**src/rtl/led_blink_bank_if.sv**
```systemverilog
// Config port for led_blink_bank: valid/ready request plus a one-cycle error pulse.
// The master drives the request; the slave returns ready and the error pulse.
interface led_blink_bank_if #(
  parameter int HALF_W = 16
);
  logic              cfg_valid;
  logic              cfg_ready;
  logic [3:0]        cfg_ch;
  logic [1:0]        cfg_mode;
  logic [HALF_W-1:0] cfg_half;
  logic              cfg_err;

  modport master (
    output cfg_valid, cfg_ch, cfg_mode, cfg_half,
    input  cfg_ready, cfg_err
  );

  modport slave (
    input  cfg_valid, cfg_ch, cfg_mode, cfg_half,
    output cfg_ready, cfg_err
  );
endinterface

```
**src/rtl/led_blink_bank.sv**
```systemverilog
// Multi-channel LED blinker on a shared 1 ms tick; config lands on leds one cycle after accept.
// cfg_ready drops for one cycle after every accept. LED_BLINK_SYNC_EN adds a sync_req phase-align input.
module led_blink_bank #(
  parameter int TICK_DIV = 27_000,
  parameter int N_CH     = 4,
  parameter int HALF_W   = 16,
  parameter int DEF_HALF = 500
) (
  input  logic                fpga_CLK_AUX,
  input  logic                fpga_NRST,
`ifdef LED_BLINK_SYNC_EN
  input  logic                sync_req,
`endif
  led_blink_bank_if.slave     cfg,
  output logic [N_CH-1:0]     leds,
  output logic [N_CH-1:0]     oneshot_done
);

  localparam int PW = (TICK_DIV > 1) ? $clog2(TICK_DIV) : 1;

  typedef enum logic [1:0] {
    M_OFF     = 2'd0,
    M_ON      = 2'd1,
    M_BLINK   = 2'd2,
    M_ONESHOT = 2'd3
  } mode_e;

  logic [PW-1:0]     r_presc;
  logic              r_cfg_ready;
  logic              r_cfg_err;
  mode_e             r_mode [N_CH];
  logic [HALF_W-1:0] r_half [N_CH];
  logic [HALF_W-1:0] r_cnt  [N_CH];
  logic [N_CH-1:0]   r_led;
  logic [N_CH-1:0]   r_done;

  logic [PW-1:0]     w_presc_nxt;
  mode_e             w_mode_nxt [N_CH];
  logic [HALF_W-1:0] w_half_nxt [N_CH];
  logic [HALF_W-1:0] w_cnt_nxt  [N_CH];
  logic [N_CH-1:0]   w_led_nxt;
  logic [N_CH-1:0]   w_done_nxt;

  logic              w_tick;
  logic              w_acc;
  logic              w_in_range;
  logic              w_hit;
  logic              w_sync;
  logic [HALF_W-1:0] w_eff_in;

`ifdef LED_BLINK_SYNC_EN
  assign w_sync = sync_req;
`else
  assign w_sync = 1'b0;
`endif

  assign w_tick     = (r_presc == PW'(TICK_DIV - 1));
  assign w_acc      = cfg.cfg_valid & r_cfg_ready;
  assign w_in_range = ({1'b0, cfg.cfg_ch} < 5'(N_CH));
  assign w_hit      = w_acc & w_in_range;
  // Half-period is stored already clamped so the counter compare never sees zero.
  assign w_eff_in   = (cfg.cfg_half == '0) ? HALF_W'(1) : cfg.cfg_half;

  assign w_presc_nxt = (w_tick || w_sync) ? '0 : r_presc + 1'b1;

  always_comb begin
    for (int i = 0; i < N_CH; i++) begin
      w_mode_nxt[i] = r_mode[i];
      w_half_nxt[i] = r_half[i];
      w_cnt_nxt[i]  = r_cnt[i];
      w_led_nxt[i]  = r_led[i];
      w_done_nxt[i] = 1'b0;

      // A config to this channel beats both sync and tick on the same edge.
      if (w_hit && (cfg.cfg_ch == 4'(i))) begin
        w_mode_nxt[i] = mode_e'(cfg.cfg_mode);
        w_half_nxt[i] = w_eff_in;
        w_cnt_nxt[i]  = '0;
        w_led_nxt[i]  = (cfg.cfg_mode != 2'd0);
      end else if (w_sync) begin
        w_cnt_nxt[i] = '0;
        if (r_mode[i] == M_BLINK) begin
          w_led_nxt[i] = 1'b1;
        end
      end else if (w_tick) begin
        unique case (r_mode[i])
          M_BLINK: begin
            if (r_cnt[i] == r_half[i] - HALF_W'(1)) begin
              w_led_nxt[i] = ~r_led[i];
              w_cnt_nxt[i] = '0;
            end else begin
              w_cnt_nxt[i] = r_cnt[i] + HALF_W'(1);
            end
          end
          M_ONESHOT: begin
            if (r_cnt[i] == r_half[i] - HALF_W'(1)) begin
              w_led_nxt[i]  = 1'b0;
              w_mode_nxt[i] = M_OFF;
              w_cnt_nxt[i]  = '0;
              w_done_nxt[i] = 1'b1;
            end else begin
              w_cnt_nxt[i] = r_cnt[i] + HALF_W'(1);
            end
          end
          default: begin
            w_cnt_nxt[i] = '0;
          end
        endcase
      end
    end
  end

  always_ff @(posedge fpga_CLK_AUX or negedge fpga_NRST) begin
    if (!fpga_NRST) begin
      r_presc     <= '0;
      r_cfg_ready <= 1'b0;
      r_cfg_err   <= 1'b0;
      r_led       <= '0;
      r_done      <= '0;
      for (int i = 0; i < N_CH; i++) begin
        r_mode[i] <= M_BLINK;
        r_half[i] <= HALF_W'(DEF_HALF);
        r_cnt[i]  <= '0;
      end
    end else begin
      r_presc     <= w_presc_nxt;
      r_cfg_ready <= ~w_acc;
      r_cfg_err   <= w_acc & ~w_in_range;
      r_led       <= w_led_nxt;
      r_done      <= w_done_nxt;
      for (int i = 0; i < N_CH; i++) begin
        r_mode[i] <= w_mode_nxt[i];
        r_half[i] <= w_half_nxt[i];
        r_cnt[i]  <= w_cnt_nxt[i];
      end
    end
  end

  assign cfg.cfg_ready = r_cfg_ready;
  assign cfg.cfg_err   = r_cfg_err;
  assign leds          = r_led;
  assign oneshot_done  = r_done;

endmodule

```
**src/flat_wrapper.sv**
```systemverilog
// flat-port wrapper written by rule: the top's interface ports become plain ports
module led_blink_bank_flat 
#(
  parameter int TICK_DIV = 27_000,
  parameter int N_CH     = 4,
  parameter int HALF_W   = 16,
  parameter int DEF_HALF = 500
)
  (fpga_CLK_AUX, fpga_NRST, leds, oneshot_done, cfg_cfg_valid, cfg_cfg_ch, cfg_cfg_mode, cfg_cfg_half, cfg_cfg_ready, cfg_cfg_err);
  led_blink_bank_if #(.HALF_W(HALF_W)) cfg_i ();
  input  logic fpga_CLK_AUX;
  input  logic fpga_NRST;
  output logic [N_CH-1:0] leds;
  output logic [N_CH-1:0] oneshot_done;
  input wire logic [$bits(cfg_i.cfg_valid)-1:0] cfg_cfg_valid;
  input wire logic [$bits(cfg_i.cfg_ch)-1:0] cfg_cfg_ch;
  input wire logic [$bits(cfg_i.cfg_mode)-1:0] cfg_cfg_mode;
  input wire logic [$bits(cfg_i.cfg_half)-1:0] cfg_cfg_half;
  output wire logic [$bits(cfg_i.cfg_ready)-1:0] cfg_cfg_ready;
  output wire logic [$bits(cfg_i.cfg_err)-1:0] cfg_cfg_err;
  assign cfg_i.cfg_valid = cfg_cfg_valid;
  assign cfg_i.cfg_ch = cfg_cfg_ch;
  assign cfg_i.cfg_mode = cfg_cfg_mode;
  assign cfg_i.cfg_half = cfg_cfg_half;
  assign cfg_cfg_ready = cfg_i.cfg_ready;
  assign cfg_cfg_err = cfg_i.cfg_err;
  led_blink_bank #(.TICK_DIV(TICK_DIV), .N_CH(N_CH), .HALF_W(HALF_W), .DEF_HALF(DEF_HALF)) u_core (.fpga_CLK_AUX(fpga_CLK_AUX), .fpga_NRST(fpga_NRST), .cfg(cfg_i), .leds(leds), .oneshot_done(oneshot_done));
endmodule
```
**config.mk**
```make
export PLATFORM = sky130hd
export DESIGN_NAME = led_blink_bank_flat
export DESIGN_NICKNAME = d
export VERILOG_FILES = /design/src/rtl/led_blink_bank_if.sv /design/src/rtl/led_blink_bank.sv /design/src/flat_wrapper.sv
export SDC_FILE = /design/constraint.sdc
export NUM_CORES = 1
export LEC_CHECK = 0
export BUFFER_PORTS_ARGS = -buffer_cell sky130_fd_sc_hd__clkbuf_2
export CORE_MARGIN = 5
export CORE_UTILIZATION = 50
export CTS_BUF_LIST = sky130_fd_sc_hd__clkbuf_4 sky130_fd_sc_hd__clkbuf_8
export CTS_CLUSTER_DIAMETER = 120
export CTS_CLUSTER_SIZE = 40
export DETAILED_ROUTE_END_ITERATION = 8
export PLACE_DENSITY = 0.71
export SKIP_CTS_REPAIR_TIMING = 1
export SLEW_MARGIN = 0
export SYNTH_ARGS = -nofsm -noshare
export SYNTH_HDL_FRONTEND = slang
export SYNTH_SLANG_ARGS = --single-unit
```
**constraint.sdc**
```tcl
create_clock -name fpga_CLK_AUX -period 3.4 [get_ports fpga_CLK_AUX]
set_input_delay 0.51 -clock fpga_CLK_AUX [delete_from_list [all_inputs] [get_ports fpga_CLK_AUX]]
set_output_delay 0.51 -clock fpga_CLK_AUX [all_outputs]
set_load 0.02 [all_outputs]
```
==> results by group, run 1 <==
Run status
  • Run status: complete, no violations

Synthesis
  • Ys async rst share: 100%
  • Synthesized area: 10400 um^2
  • Netlist cell types: 81
  • Post-synth EDFFs: 0
  • Cells after Synth: 1248
  • Yosys top cell area share: 32.0%
  • List of most frequent post-synthesis cells: nand2_1, dfrtp_1, nor2_1
  • Seq/Total Area, Yosys: 39.1%
  • Most used flip-flop cell after synthesis: dfrtp_1
  • Cell with the most instances after synthesis: nand2_1
  • Synthesized area per cell: 8.34 um^2
  • Post-synth top area cell: dfrtp_1
  • Synthesized Nets: 1282
  • FF+latch count, synth: 161
  • Synth top area cells: dfrtp_1, nand2_1, dfstp_2
  • Syn. warnings: 0

Detailed routing
  • Antenna Nets Post-Route: 0
  • Drt total wl: 26300 um
  • DR WL met3: 1560 um
  • Top sig layer: met4
  • First-pass DRT Iterations: 5
  • Routed met2 length: 12200 um
  • Metal1 wirelength: 12200 um
  • Wire per inst: 16.9 um
  • Vias: 9175
  • Via/cell ratio: 5.91
  • DRC: 0
  • 1st-iter DRT viols: 737

Cells and area
  • Area of the multi-input gates: 5970 um^2
  • Number of fill cells: 1855
  • ANT cells: 0
  • Final net count: 1303
  • Area growth, synth to finish: 8.27%
  • Core Util, Final: 55.3%
  • Storage cell area: 4060 um^2
  • Ratio of cells with drive above 1 in the final layout: 13.6%

STA
  • Slew Limit Fails: 0
  • FMAX: 330 MHz
  • Hold Violations, Final: 0
  • Worst Tran Pin Value: 1180 ps
  • RSZ-0062 raised after global routing: false
  • Fin crit share: 89.1%
  • Min cycle time layout: 3030 ps
  • Slew HR: 21.1%
  • Worst Clk Skew: 17.0 ps
  • Final setup fails: 0
  • Final TNS setup: 0 ps

Clock tree
  • Clk_lat worst skew: 470 ps
  • H-tree depth: 4
  • TritonCTS buffer count: 17
  • CTS tree: done
  • Root buffer cell: clkbuf_8
  • CTS sink count: 161
  • Clock-pin transition on the worst setup and hold timing paths: 100 ps
  • CTS max path bufs: 2

Worst setup path
  • Worst r2r dst: u_core.leds[1]$_DFFE_PN0P_
  • Crit path DAT: 3360 ps
  • Reg2reg start: u_core.r_half[32]$_DFFE_PN0P_
  • Worst-path fanout max: 6
  • Worst setup SP type: flop
  • Crit Path Category: reg2reg
  • R2r worst-path depth: 9
  • CP required: 3730 ps
  • Setup crit end kind: flop
  • Flop-to-flop setup slack: 370 ps

Floorplan
  • # IOs: 35
  • Die H: 154 um
  • # rows: 52
  • Initial core utilization: 51.1%
  • Die Area: 23800 um^2
  • Die X: 154 um
  • Core Region: 20400 um^2

Placed design
  • RePlAce Congestion: 0.917
  • Hpwl dp: 18800 um
  • I/O Buffers: 34

GRT
  • Antenna violations before repair: 0
  • First-pass GRT wire length: 44300 um
  • Largest net degree at the start of global routing: 63
  • Total gr overflow: 0
  • Global-route usage over all layers: 22.5%
  • Vias in the first global route: 8719

Pwr
  • Pwr Density: 466 nW/um^2
  • Switch Pwr: 1.88 mW
  • Internal power: 3.37 mW
  • Leakage: 4.93 nW
  • Logic pwr share: 25.7%
  • Flop pwr share: 47.5%
  • Switching part of the total: 35.8%
  • Clock power frac: 26.7%
  • VDD IR max: 0.297 mV

Run
  • Maxcap violations: 0

Min path
  • Worst hold-check path type: in2async
flip-flops by register name, indices dropped and copies added, names as in the netlist:
register and cells:
u_core.r_half 64, u_core.r_presc 15, u_core.r_cnt 64, u_core.leds 4
u_core.oneshot_done 4, u_core.cfg.cfg_err 1, u_core.cfg.cfg_ready 1, u_core.r_mode 8
worst max-delay path, cell delays in order, from the launching register on:
cell       delay, ps
dfrtp_1          440
inv_1             90
ha_1             250
nor4b_4          410
nand2_1          150
nor4_2           440
nor2_1            90
or4_4            450
o41a_1           420
a2bb2oi_1        160
area by class of cell:
cell class	instances	share of cell area [%]
multi-input combinational	997	53.0
sequential	161	36.1
timing repair buffer	61	3.48
tap	270	3.00
clock buffer	19	2.27
clock inverter	13	1.15
inverter	31	1.03
power groups by stage:
stage | Combinational, mW | Sequential [mW] | Clock [mW]
finish | 1.35 | 2.50 | 1.40
global placement | 1.30 | 2.52 | 0
CTS | 1.35 | 2.49 | 1.44
detailed placement | 1.33 | 2.52 | 0
floorplan | 1.06 | 2.42 | 0
global route | 1.51 | 2.54 | 1.53
layout by cell type (no fill, tap or decap), types with 12 or more instances in the layout:
cell / Yosys / routed
a21oi_1: 12 / 12
and2_1: 22 / 22
and3_1: 27 / 27
buf_4: 0 / 26
clkbuf_2: 0 / 33
clkbuf_8: 0 / 18
dfrtp_1: 133 / 133
dfstp_2: 28 / 28
inv_1: 31 / 31
mux2_2: 15 / 15
nand2_1: 311 / 311
nand3_1: 41 / 41
nor2_1: 85 / 85
nor2b_1: 40 / 40
nor3_1: 45 / 45
nor4_1: 25 / 25
o21ai_0: 41 / 41
o221ai_1: 39 / 39
o22ai_1: 14 / 14
or2_2: 14 / 14
or3_1: 12 / 12
xnor2_1: 61 / 61
xor2_1: 31 / 31
per-layer routing:
| layer | track usage (%) | vias to the layer above |
|---|---|---|
| met2 | 36.1 | 262 |
| met3 | 3.86 | 32 |
| li1 | - | 4446 |
| met4 | 6.22 | 0 |
| met1 | 31.7 | 4435 |
| met5 | 0 | - |
worst max-delay path by stage:
| stage | start | endpoint | slack (ps) | cells after the start |
|---|---|---|---|---|
| final | u_core.r_half[32]$_DFFE_PN0P_ | u_core.leds[1]$_DFFE_PN0P_ | 370 | 9 |
| after CTS | u_core.r_half[48]$_DFFE_PN0P_ | u_core.r_cnt[51]$_DFFE_PN0P_ | 380 | 10 |
| after global placement | u_core.r_half[48]$_DFFE_PN0P_ | u_core.r_cnt[54]$_DFFE_PN0P_ | 460 | 10 |
| after global routing | u_core.r_half[32]$_DFFE_PN0P_ | u_core.r_mode[4]$_DFFE_PN0P_ | 60 | 9 |
| after floorplan | u_core.r_half[48]$_DFFE_PN0P_ | u_core.r_cnt[48]$_DFFE_PN0P_ | 650 | 10 |
| after detailed placement | u_core.r_half[48]$_DFFE_PN0P_ | u_core.r_cnt[54]$_DFFE_PN0P_ | 360 | 10 |
cell families (layout without fill, tap and decap cells):
logic type                 after synthesis  in the layout  share of synthesized area (%)
and+or+nand+nor                        696            696                           33.7
AOI/OAI and AO/OA                      181            181                           12.9
DFF                                    161            161                           39.1
xor gates and xnor gates                92             92                           7.74
buffers and inverters                   90            124                           3.56
muxes                                   18             18                           1.91
adders and majority gates               10             10                           1.18
per-stage QoR:
step	cells	power, mW	worst slack (ps)	hold slack, ps	area (um^2)
2_1_floorplan	1248	3.48	655	214	10400
3_3_place_gp	1520	3.82	455	474	10900
3_5_place_dp	1520	3.86	363	470	10900
4_1_cts	1552	5.28	377	21.4	11300
5_1_grt	1552	5.57	61.8	49.2	11300
6_report	1552	5.25	369	6.78	11300
Note: power is estimated with default switching activity, not from simulation.
==> inputs of run 2 (changes only) <==
--- a/config.mk
+++ b/config.mk
@@ -5,7 +5,9 @@
 export SDC_FILE = /design/constraint.sdc
 export NUM_CORES = 1
 export LEC_CHECK = 0
+export ABC_AREA = 0
 export BUFFER_PORTS_ARGS = -buffer_cell sky130_fd_sc_hd__clkbuf_2
+export CORE_ASPECT_RATIO = 0.6
 export CORE_MARGIN = 5
 export CORE_UTILIZATION = 50
 export CTS_BUF_LIST = sky130_fd_sc_hd__clkbuf_4 sky130_fd_sc_hd__clkbuf_8
==> run 2 against run 1 <==
  * Flip-flop and latch count stayed put
  * Largest power group unchanged
  * Hold slack better by 31 ps
  * Maximum frequency shrank 1.9%
  * Critical path depth grew 1
  * Clock power grew 9%
  * First-iteration DRC count is 32% higher
  * Die area increased by 0.40%
  * Non-clock buffer count up 1
  * Combinational power is 6% higher
  * Total power increased by 3.6%
==> results by group, run 2 (same netlist as run 1, synthesis figures left out) <==
Run status
  • Run status: complete, no violations

STA
  • Final TNS setup: 0 ps (unchanged)
  • Final worst slack: 311 ps (-58.1 ps)
  • FMAX: 324 MHz (-1.9%)
  • Min cycle time layout: 3090 ps (+58.1 ps)
  • Worst Tran Pin Value: 1150 ps (-26.6 ps)
  • RSZ-0062 raised after global routing: false
  • Worst Clk Skew: 18.9 ps (+1.90 ps)
  • Final setup fails: 0 (unchanged)
  • Fin crit share: 90.8% (+1.7 points)
  • Slew HR: 22.9% (+1.8 points)
  • Slew Limit Fails: 0 (unchanged)
  • Hold Violations, Final: 0 (unchanged)

Placed design
  • RePlAce Congestion: 0.967 (+5.4%)
  • Placed cell area: 10900 um^2 (+0.10%)
  • I/O Buffers: 34 (unchanged)
  • Post-Place Setup Slack: 350 ps (-12.7 ps)
  • Hpwl dp: 20700 um (+9.8%)

Worst setup path
  • R2r worst-path depth: 10 (+1)
  • Crit path DAT: 3410 ps (+50 ps)
  • Slowest CP cell: or4b_4
  • Worst setup SP type: flop
  • Buf+Inv Stages, Crit Path: 2 (+1)
  • Top Family by Delay on Critical Path: simple AND/OR/NAND/NOR gates
  • Setup crit end kind: flop
  • CP required: 3720 ps (about the same)
  • Worst-path fanout max: 16 (+10)
  • Crit Path Category: reg2reg
  • Critical Path, Cell by Cell: inv_1 -> ha_1 -> or4b_4 -> or4b_1 -> a21oi_1 -> o32ai_1 -> nand4bb_1 -> buf_4 -> o31a_1 -> a2bb2oi_1
  • Number of cells on the critical path: 10 (+1)
  • Max stage delay on crit path: 540 ps (+90 ps)

Min path
  • Worst hold-check path type: in2async

Detailed routing
  • Metal1 wirelength: 14400 um (+19%)
  • Vias: 9284 (+1.2%)
  • DRC: 0 (unchanged)
  • Antenna Nets Post-Route: 0 (unchanged)
  • Drt total wl: 28300 um (+7.6%)
  • Routed met2 length: 10900 um (-10%)
  • 1st-iter DRT viols: 970 (+32%)
  • Via/cell ratio: 5.96 (+0.86%)
  • Top sig layer: met4
  • Wire per inst: 18.2 um (+7.3%)
  • DR WL met3: 2410 um (+54%)
  • First-pass DRT Iterations: 5 (unchanged)

Cells and area
  • Most common cell after layout, fill and taps aside: nand2_1
  • Area growth, synth to finish: 8.66%
  • Top Registers: u_core.r_cnt x64, u_core.r_half x64, u_core.r_presc x15
  • Design Area, Final: 11300 um^2 (+0.36%)
  • Final net count: 1304 (+0.077%)
  • Ratio of cells with drive above 1 in the final layout: 13.6% (+0.067 points)
  • Number of fill cells: 1869 (+0.75%)
  • Most frequent cells in the layout: nand2_1, dfrtp_1, nor2_1, xnor2_1, nor3_1

Pwr
  • Total power: 5.44 mW (+3.6%)
  • VDD IR max: 0.300 mV (+1.2%)
  • Pwr Density: 481 nW/um^2 (+3.2%)
  • Leakage: 4.96 nW (+0.57%)

GRT
  • Largest net degree at the start of global routing: 75 (+19%)
  • Antenna violations before repair: 1 (+1)
  • Global-route usage over all layers: 23.9% (+1.4 points)
  • Total gr overflow: 0 (unchanged)
  • First-pass GRT wire length: 45800 um (+3.5%)
  • Vias in the first global route: 8494 (-2.6%)

Run
  • Maxcap violations: 0 (unchanged)

Floorplan
  • Die H: 122 um (-21%)
  • # rows: 40 (-23%)
  • Core Region: 20200 um^2 (-0.71%)
  • # IOs: 35 (unchanged)
  • Initial core utilization: 51.5% (+0.37 points)
  • Die X: 196 um (+27%)
  • Die Area: 23900 um^2 (+0.40%)

Clock tree
  • CTS sink count: 161 (unchanged)
  • Clk_lat worst skew: 480 ps (about the same)
  • CTS max path bufs: 2 (unchanged)
  • H-tree depth: 4 (unchanged)
  • Clock-pin transition on the worst setup and hold timing paths: 100 ps (about the same)
  • CTS tree: done
  • Root buffer cell: clkbuf_8
  • TritonCTS buffer count: 17 (unchanged)
## run 2: cell types whose count changed in the layout (fill, tap and decap cells not counted), sizes merged
cell and change:
clkinvlp -2, inv +2, bufinv +1, diode +1, buf +1, clkinv -1
## run 2: area by class of cell
| type | instances | area [um^2] | area share (%) |
|---|---|---|---|
| Antenna cell | 1 | 2.50 | 0.0221 |
| Clock buffer | 19 | 262 | 2.31 |
| Clock inverter | 13 | 150 | 1.33 |
| Inverter | 31 | 116 | 1.03 |
| Multi-Input combinational cell | 997 | 5970 | 52.8 |
| Sequential cell | 161 | 4060 | 35.9 |
| Tap cell | 273 | 342 | 3.02 |
| Timing Repair Buffer | 62 | 399 | 3.53 |
## run 2: final timing paths
path / from / to / slack (ps)
setup / recovery: u_core.r_half[48]$_DFFE_PN0P_ / u_core.leds[0]$_DFFE_PN0P_ / 310
hold / removal: fpga_NRST / u_core.r_cnt[3]$_DFFE_PN0P_ / 40
setup reg to reg: u_core.r_half[48]$_DFFE_PN0P_ / u_core.leds[0]$_DFFE_PN0P_ / 310
hold reg to reg: u_core.r_mode[0]$_DFFE_PN0P_ / u_core.r_mode[1]$_DFFE_PN1P_ / 480
max in group asynchronous: fpga_NRST / u_core.r_half[37]$_DFFE_PN1P_ / 2550
min in group fpga_CLK_AUX: cfg_cfg_valid / u_core.cfg.cfg_ready$_DFF_PN0_ / 270
## run 2: per-stage QoR
step           hold WS (ps)  util [%]  cells
6_report               37.9      55.9   1557
5_1_grt                67.6      55.9   1557
4_1_cts                49.6      55.9   1556
3_5_place_dp            464      53.9   1524
3_3_place_gp            450      53.9   1524
2_1_floorplan           214         -   1248
## run 2: metal layers
layer	vias to the layer above	track usage, %
met5	-	0
met4	0	6.23
met3	43	6.85
met2	366	32.0
met1	4424	37.4
li1	4451	-
## run 2: report_power, final
part | internal (mW) | switching [mW] | total, mW
combinational | 0.591 | 0.837 | 1.43
clock | 0.707 | 0.812 | 1.52
sequential | 2.18 | 0.315 | 2.50
